<file path="src/rtl/vga_timing_gen_if.sv">
// VGA timing bundle: pixel/line counters plus sync and blanking flags.
// The producer drives it through modport out (alias master); consumers use in (alias slave).
interface vga_if_tim;
   logic [10:0] vcount;
   logic [10:0] hcount;
   logic        hsync;
   logic        vsync;
   logic        hblnk;
   logic        vblnk;

   modport out (output vcount, hcount, hsync, vsync, hblnk, vblnk);
   modport in  (input  vcount, hcount, hsync, vsync, hblnk, vblnk);

   modport master (output vcount, hcount, hsync, vsync, hblnk, vblnk);
   modport slave  (input  vcount, hcount, hsync, vsync, hblnk, vblnk);
endinterface

</file>
<file path="src/rtl/vga_timing_gen.sv">
// VGA timing generator with frame-start pulse, frame counter and a latched game-state vector.
// Define VGA_TIM_SAFE_SWITCH_EN to reload state_bin_out only at frame boundaries.
module vga_timing_gen #(
   parameter int H_ACTIVE = 800,
   parameter int H_FP     = 40,
   parameter int H_SYNC   = 128,
   parameter int H_BP     = 88,
   parameter int V_ACTIVE = 600,
   parameter int V_FP     = 1,
   parameter int V_SYNC   = 4,
   parameter int V_BP     = 23,
   parameter int SYNC_POL = 1
) (
   input  logic        clk,
   input  logic        rst,
   input  logic [5:0]  state_bin_in,
   output logic [5:0]  state_bin_out,
   output logic        frame_start,
   output logic [15:0] frame_cnt,
   vga_if_tim.out      tim_if_out
);

   localparam logic [10:0] H_LAST   = 11'(H_ACTIVE + H_FP + H_SYNC + H_BP - 1);
   localparam logic [10:0] V_LAST   = 11'(V_ACTIVE + V_FP + V_SYNC + V_BP - 1);
   localparam logic [10:0] H_ACT_C  = 11'(H_ACTIVE);
   localparam logic [10:0] V_ACT_C  = 11'(V_ACTIVE);
   localparam logic [10:0] HS_START = 11'(H_ACTIVE + H_FP);
   localparam logic [10:0] HS_END   = 11'(H_ACTIVE + H_FP + H_SYNC);
   localparam logic [10:0] VS_START = 11'(V_ACTIVE + V_FP);
   localparam logic [10:0] VS_END   = 11'(V_ACTIVE + V_FP + V_SYNC);
   localparam logic        SYNC_ON  = (SYNC_POL != 0);

   logic [10:0] hcount_reg, vcount_reg;
   logic [10:0] hcount_next, vcount_next;
   logic        hsync_reg, vsync_reg, hblnk_reg, vblnk_reg;
   logic        run_reg;
   logic        frame_start_reg;
   logic [15:0] frame_cnt_reg;
   logic [5:0]  state_reg;
   logic        h_wrap, v_wrap, frame_wrap;
   logic        state_valid, state_load;

   // run_reg holds the counters at (0,0) for the first cycle after reset,
   // so that post-reset origin never looks like a frame wrap.
   always_comb begin
      h_wrap      = (hcount_reg == H_LAST);
      v_wrap      = (vcount_reg == V_LAST);
      frame_wrap  = run_reg && h_wrap && v_wrap;
      hcount_next = hcount_reg;
      vcount_next = vcount_reg;
      if (run_reg) begin
         hcount_next = h_wrap ? 11'd0 : hcount_reg + 11'd1;
         if (h_wrap)
            vcount_next = v_wrap ? 11'd0 : vcount_reg + 11'd1;
      end
      state_valid = (state_bin_in != 6'd0) &&
                    ((state_bin_in & (state_bin_in - 6'd1)) == 6'd0);
`ifdef VGA_TIM_SAFE_SWITCH_EN
      state_load  = frame_wrap && state_valid;
`else
      state_load  = state_valid;
`endif
   end

   // Flags are derived from the next counter values so they line up with the counters.
   always_ff @(posedge clk) begin
      if (rst) begin
         run_reg         <= 1'b0;
         hcount_reg      <= 11'd0;
         vcount_reg      <= 11'd0;
         hblnk_reg       <= 1'b0;
         vblnk_reg       <= 1'b0;
         hsync_reg       <= ~SYNC_ON;
         vsync_reg       <= ~SYNC_ON;
         frame_start_reg <= 1'b0;
         frame_cnt_reg   <= 16'd0;
         state_reg       <= 6'b000001;
      end else begin
         run_reg         <= 1'b1;
         hcount_reg      <= hcount_next;
         vcount_reg      <= vcount_next;
         hblnk_reg       <= (hcount_next >= H_ACT_C);
         vblnk_reg       <= (vcount_next >= V_ACT_C);
         hsync_reg       <= ((hcount_next >= HS_START) && (hcount_next < HS_END)) ? SYNC_ON : ~SYNC_ON;
         vsync_reg       <= ((vcount_next >= VS_START) && (vcount_next < VS_END)) ? SYNC_ON : ~SYNC_ON;
         frame_start_reg <= frame_wrap;
         if (frame_wrap)
            frame_cnt_reg <= frame_cnt_reg + 16'd1;
         if (state_load)
            state_reg <= state_bin_in;
      end
   end

   assign tim_if_out.hcount = hcount_reg;
   assign tim_if_out.vcount = vcount_reg;
   assign tim_if_out.hsync  = hsync_reg;
   assign tim_if_out.vsync  = vsync_reg;
   assign tim_if_out.hblnk  = hblnk_reg;
   assign tim_if_out.vblnk  = vblnk_reg;
   assign frame_start       = frame_start_reg;
   assign frame_cnt         = frame_cnt_reg;
   assign state_bin_out     = state_reg;

endmodule

</file>
<file path="src/flat_wrapper.sv">
// flat-port wrapper written by rule: the top's interface ports become plain ports
module vga_timing_gen_flat 
#(
   parameter int H_ACTIVE = 800,
   parameter int H_FP     = 40,
   parameter int H_SYNC   = 128,
   parameter int H_BP     = 88,
   parameter int V_ACTIVE = 600,
   parameter int V_FP     = 1,
   parameter int V_SYNC   = 4,
   parameter int V_BP     = 23,
   parameter int SYNC_POL = 1
)
  (clk, rst, state_bin_in, state_bin_out, frame_start, frame_cnt, tim_if_out_vcount, tim_if_out_hcount, tim_if_out_hsync, tim_if_out_vsync, tim_if_out_hblnk, tim_if_out_vblnk);
  vga_if_tim tim_if_out_i ();
  input  logic clk;
  input  logic rst;
  input  logic [5:0] state_bin_in;
  output logic [5:0] state_bin_out;
  output logic frame_start;
  output logic [15:0] frame_cnt;
  output wire logic [$bits(tim_if_out_i.vcount)-1:0] tim_if_out_vcount;
  output wire logic [$bits(tim_if_out_i.hcount)-1:0] tim_if_out_hcount;
  output wire logic [$bits(tim_if_out_i.hsync)-1:0] tim_if_out_hsync;
  output wire logic [$bits(tim_if_out_i.vsync)-1:0] tim_if_out_vsync;
  output wire logic [$bits(tim_if_out_i.hblnk)-1:0] tim_if_out_hblnk;
  output wire logic [$bits(tim_if_out_i.vblnk)-1:0] tim_if_out_vblnk;
  assign tim_if_out_vcount = tim_if_out_i.vcount;
  assign tim_if_out_hcount = tim_if_out_i.hcount;
  assign tim_if_out_hsync = tim_if_out_i.hsync;
  assign tim_if_out_vsync = tim_if_out_i.vsync;
  assign tim_if_out_hblnk = tim_if_out_i.hblnk;
  assign tim_if_out_vblnk = tim_if_out_i.vblnk;
  vga_timing_gen #(.H_ACTIVE(H_ACTIVE), .H_FP(H_FP), .H_SYNC(H_SYNC), .H_BP(H_BP), .V_ACTIVE(V_ACTIVE), .V_FP(V_FP), .V_SYNC(V_SYNC), .V_BP(V_BP), .SYNC_POL(SYNC_POL)) u_core (.clk(clk), .rst(rst), .state_bin_in(state_bin_in), .state_bin_out(state_bin_out), .frame_start(frame_start), .frame_cnt(frame_cnt), .tim_if_out(tim_if_out_i));
endmodule
</file>
<file path="config.mk">
export PLATFORM = sky130hd
export DESIGN_NAME = vga_timing_gen_flat
export DESIGN_NICKNAME = d
export VERILOG_FILES = /design/src/rtl/vga_timing_gen_if.sv /design/src/rtl/vga_timing_gen.sv /design/src/flat_wrapper.sv
export SDC_FILE = /design/constraint.sdc
export NUM_CORES = 1
export LEC_CHECK = 0
export ABC_AREA = 1
export CAP_MARGIN = 20
export CORE_AREA = 2 2 86 88
export DETAILED_ROUTE_END_ITERATION = 8
export DIE_AREA = 0 0 88 90
export PLACE_DENSITY = 0.64
export SYNTH_ARGS = -nofsm -noshare
export SYNTH_HDL_FRONTEND = slang
export SYNTH_SLANG_ARGS = --single-unit
</file>
<file path="constraint.sdc">
create_clock -name clk -period 2.21 [get_ports clk]
set_input_delay 0.221 -clock clk [delete_from_list [all_inputs] [get_ports clk]]
set_output_delay 0.221 -clock clk [all_outputs]
set_load 0.005 [all_outputs]
</file>
# Word-level counts from Yosys, hierarchy flattened
# Index checks and enable logic that the tools add are counted.
dict set report totals {
  input_bits 8
  elab_cells 38
  reg_bits 50
  out_inout_bits 49
}
dict set report op_classes {
  add_sub_neg 4
  order_cmp 6
  reduce_logical 7
  n_eq_ne 2
  bitwise_logic 1
  mux 8
}
# operator count
set op_table {}
lappend op_table {{11-bit 2-to-1 mux} 5}
lappend op_table {{11-bit by 10-bit greater-or-equal comparator with 1-bit output, second input constant} 4}
lappend op_table {{11-bit by 1-bit adder with 11-bit output, second input constant} 2}
lappend op_table {{11-bit by 10-bit < comparator with 1-bit output, second input constant} 2}
lappend op_table {{16-bit by 1-bit adder with 16-bit output, second input constant} 1}
lappend op_table {{11-bit by 10-bit == test with 1-bit output, second input constant} 1}
lappend op_table {{11-bit == test, second input constant} 1}
lappend op_table {{6-bit bitwise AND} 1}
lappend op_table {{6-bit logical NOT} 1}
lappend op_table {{6-bit nonzero test} 1}
lappend op_table {{6-bit by 1-bit subtractor with 6-bit output, second input constant} 1}
lappend op_table {{1-bit logical AND} 5}
lappend op_table {{1-bit 2-to-1 mux} 3}

# Longest topological paths before layout
dict set report logic_depth {
  depth_word 7
  mapped_depth 16
  ltp_nobuf 15
}

# Least setup slack after synthesis
# OpenSTA, ideal clock, no wires.
dict set report synth_path {
  path_kind {reg2reg}
  from {reg u_core.hcount_reg[0] (netlist: u_core.tim_if_out.hcount[0])}
  to {reg u_core.frame_cnt_reg[7] (netlist: u_core.frame_cnt[7])}
  n_path_buf 0
  t_arrival_ps 1734
  synth_period_minus_slack_ps 1849
  slack_ps 361
  required_ps 2094
  path_stages_with_launch 15
  path_cell_list {dfxtp_1 ha_1 nand2_1 nor2_4 nand2_2 nor2_4 inv_1 nor2_1 inv_2 nor3_2 nand2_1 nor2_2 nand3_1 nand2_1 a21oi_1}
}
dict set report synth_between {
  elab_chain_len 3
}
# element line_no
set synth_lines {}
lappend synth_lines {{start: declaration} vga_timing_gen.sv:33} ;# logic [10:0] hcount_reg, vcount_reg;
lappend synth_lines {{start signal: assignment} vga_timing_gen.sv:80} ;# hcount_reg <= hcount_next;
lappend synth_lines {{11-bit == test} vga_timing_gen.sv:46} ;# h_wrap = (hcount_reg == H_LAST);
lappend synth_lines {{1-bit logical AND (2 in a row)} vga_timing_gen.sv:48} ;# frame_wrap = run_reg && h_wrap && v_wrap;
lappend synth_lines {{end signal: assignment} vga_timing_gen.sv:88} ;# frame_cnt_reg <= frame_cnt_reg + 16'd1;
lappend synth_lines {{end: declaration} vga_timing_gen.sv:38} ;# logic [15:0] frame_cnt_reg;
# Every way passes these cells.
# A chain may end at the register's enable or synchronous reset.

# Worst setup path in the final report
dict set report layout_path {
  from {reg u_core.hcount_reg[0] (netlist: u_core.tim_if_out.hcount[0])}
  to {reg u_core.vblnk_reg (netlist: u_core.tim_if_out.vblnk)}
}
dict set report layout_between {
  elab_chain_len 4
}
# element line_no
set layout_lines {}
lappend layout_lines {{11-bit == test} vga_timing_gen.sv:46}
lappend layout_lines {{11-bit 2-to-1 mux} vga_timing_gen.sv:53} ;# if (h_wrap)
lappend layout_lines {{11-bit 2-to-1 mux} vga_timing_gen.sv:51} ;# if (run_reg) begin
lappend layout_lines {{11-bit by 10-bit greater-or-equal comparator with 1-bit output} vga_timing_gen.sv:83} ;# vblnk_reg <= (vcount_next >= V_ACT_C);
lappend layout_lines {{end signal: assignment} vga_timing_gen.sv:83}
lappend layout_lines {{end: declaration} vga_timing_gen.sv:35} ;# logic hsync_reg, vsync_reg, hblnk_reg, vblnk_reg;
# Every way passes these cells.

==> qor.csv <==
stage;metric;value;unit
outcome;outcome;completed;
synthesis;postSynth.asyncResetShare;0;%
synthesis;synth-seq-area-share;38.04;%
sta;fin_crit_sh;92.30;%
cells_and_area;nFillCells;714;
detailed_routing;average_wire_per_cell_in_the_routed_design;11.86;um
detailed_routing;route.detailed.drc;0;
synthesis;ys_ff_latch;50;
synthesis;ys.flop_type;dfxtp_1;
detailed_routing;detail_route.vias_per_cell;4.759;
pwr;ir_drop;277.8;uV
detailed_routing;wirelength;6687;um
sta;post-route-min-period;2.040;ns
floorplanning;core;7020;um^2
global_route;grtUsageMet1;22.52;%
hold_path;hold_path_class;flip-flop to flip-flop;
sta;slew_headroom;69.85;%
pwr;total_leakage_power;1.397;nW
global_route;first_pass_grt_wire_length;10730;um
clock_tree;cts_tree;yes;
critical_path;setup.worst_path.start_class;flip-flop;
critical_path;critical_path_data_required_time;2.41;ns
pwr;powerDensity;435.6;nW/um^2
place;place.port_buffers;56;
synthesis;syn_inst;394;
floorplanning;initial_core_util;37.48;%
detailed_routing;detail-route-antenna-nets;0;
critical_path;worstPathMaxFanout;7;
cells_and_area;final_cells;564;
global_route;grt_use_met3;3.122;%
cells_and_area;flow.area_growth_from_synthesis;34.43;%
floorplanning;die_height;90;um
synthesis;synthDominantCellAreaShare;38.04;%
floorplanning;die_area;7920;um^2
clock_tree;cts_sinks;50;
clock_tree;clock_path_buffers;2;
clock_tree;clock-root-buffer;clkbuf_8;
sta;finClkSkew;0.007138;ns
place;gp_routability_congestion;0.9636;
global_route;grt_pass1_vias;2387;
sta;report.final.slew_viol_count;0;
critical_path;worstSetupPathType;flip-flop to flip-flop;
cells_and_area;largest_register_ffs;16;
hold_path;timing.hold.worst.start;u_core.state_bin_out[1];
global_route;gr_busiest_metal;met2;
global_route;initial_antenna_violation_count;0;
global_route;grt_max_degree;34;
sta;finalSetupViolations;0;
synthesis;synth.largest_area_cell;dfxtp_1;
clock_tree;cts.clk_slew.worst_paths;0.10;ns
clock_tree;h-tree-depth;2;
detailed_routing;drt_pass1_iterations;4;
global_route;globalRoute.totalOverflow;0;
floorplanning;ioPinCount;57;
synthesis;yosysWarningCount;0;
synthesis;synth.cells.most_frequent;nand2_1 (96), inv_1 (54), nor2_1 (54), dfxtp_1 (50), nand3_1 (36);
synthesis;synth_most_common_cell;nand2_1;
sta;least_margin_pin_slew;0.4518;ns
cells_and_area;num-nets-final;475;
synthesis;yosysUniqueCellTypes;35;
floorplanning;core.rowCount;31;
synthesis;post_synth_main_area_contributors;dfxtp_1 (38%), nand2_1 (14%), inv_1 (7.7%), nor2_1 (7.7%), nand3_1 (6.8%);
critical_path;cp-end-kind;flip-flop;
clock_tree;tritoncts.num_buffers;5;
global_route;grt_usage;16.88;%
sta;holdWs;0.4718;ns
sta;fin_setup_tns;0;ns
detailed_routing;drt_iter0_markers;169;
critical_path;setup.worst_path.start;u_core.tim_if_out.hcount[0];
synthesis;synthesis.area;2631;um^2
cells_and_area;final_util;50.38;%
detailed_routing;detailroute.via_count;2684;
run;max_cap_viol_count;0;
place;detailedPlacementHpwl;5040;um
floorplanning;die_w;88;um
cells_and_area;drive_gt1_share;11.61;%
critical_path;worst_ep_arrival_time;2.24;ns
cells_and_area;n_antenna_cell;0;
pwr;finalPower;1.541;mW
synthesis;syn_area_cell;6.678;um^2
sta;fmaxAchievable;490.2;MHz
place;dp_cells;551;
critical_path;crit-reg2reg-launch;u_core.tim_if_out.hcount[0];
synthesis;syn_nets;405;
global_route;met2_usage;26.83;%
clock_tree;clk-insertion-delay-late;0.31;ns
sta;report.final.hold_viol_count;0;
synthesis;synth_enable_flop_cells;0;
## metal layers
metal	vias to the layer above	wire length [um]
li1	1410	-
met1	1224	3141
met2	42	3245
met3	8	191
met4	0	108
met5	-	0
## worst paths after layout
path | end | slack, ns | depth (start not counted)
worst min register to register | u_core.state_bin_out[1] | 0.47 | 2
worst max register to register | u_core.tim_if_out.vblnk | 0.17 | 15
worst min-delay path | u_core.state_bin_out[1] | 0.47 | 2
worst max-delay path | u_core.tim_if_out.vblnk | 0.17 | 15
## critical path, cell delays in order, from the launching register on
cell,delay [ns]
dfxtp_4,0.38
ha_4,0.15
nand2_2,0.07
nor2_4,0.14
nand2_2,0.08
nor2_4,0.20
buf_4,0.16
nand3_1,0.09
o21ai_1,0.15
nand2_1,0.13
nand2_1,0.08
inv_1,0.05
nand2_1,0.07
nor2_2,0.04
nor2_1,0.08
nor2_1,0.04
## cells in the final DEF (no fill, tap or decap), types with 2 or more instances in the layout
cell type / instances
nor3_1: 9
buf_4: 13
nand4_1: 10
o21a_1: 2
clkdlybuf4s50_1: 56
nor2_1: 52
clkbuf_8: 5
inv_1: 54
nand2_2: 6
a21oi_1: 22
nor3_4: 2
nand2_1: 92
dfxtp_2: 2
nor2_2: 6
nand3_1: 36
nor3_2: 4
dfxtp_1: 46
xor2_1: 6
o21ai_0: 10
o21ai_1: 4
dfxtp_4: 2
ha_1: 2
o21bai_1: 2
nor2_4: 4
## metrics by stage
| stage | setup slack [ns] | cell area, um^2 |
|---|---|---|
| after floorplan | 0.3607 | 2631 |
| after global placement | 0.07681 | 3346 |
| after detailed placement | 0.006334 | 3346 |
| after CTS | 0.009258 | 3432 |
| after global routing | -0.02574 | 3537 |
| final | 0.1702 | 3537 |
## power breakdown
group | switching [mW] | leakage [nW] | internal (mW) | total, mW
clock | 0.316 | 0.0452 | 0.224 | 0.541
combinational | 0.0442 | 0.946 | 0.0391 | 0.0833
sequential | 0.00870 | 0.406 | 0.908 | 0.917
total | 0.369 | 1.40 | 1.17 | 1.54
## final cells by class
cell class	instances	area, um^2	area share (%)
sequential	50	1011	28.58
multi-input combinational	281	1434	40.54
clock buffer	6	72.57	2.052
tap	99	123.9	3.502
clock inverter	2	13.76	0.3891
inverter	56	212.7	6.013
timing repair buffer	70	669.4	18.92
## cells by family after synthesis
kind of cell             share of synthesized area [%]
buffers and inverters                            9.510
adder cells (fa/ha/maj)                          1.427
AND/OR/NAND/NOR                                  38.90
XOR/XNOR                                         2.948
flip-flops                                       38.04
AO/OA/AOI/OAI                                    9.177
## repair_timing
item	in CTS	in global routing
pin swaps	1	6
setup endpoints to repair	1	12
setup buffers	0	5
hold buffers	0	0
resized for setup	0	21
No activity file was read; power rests on OpenSTA's default activity.
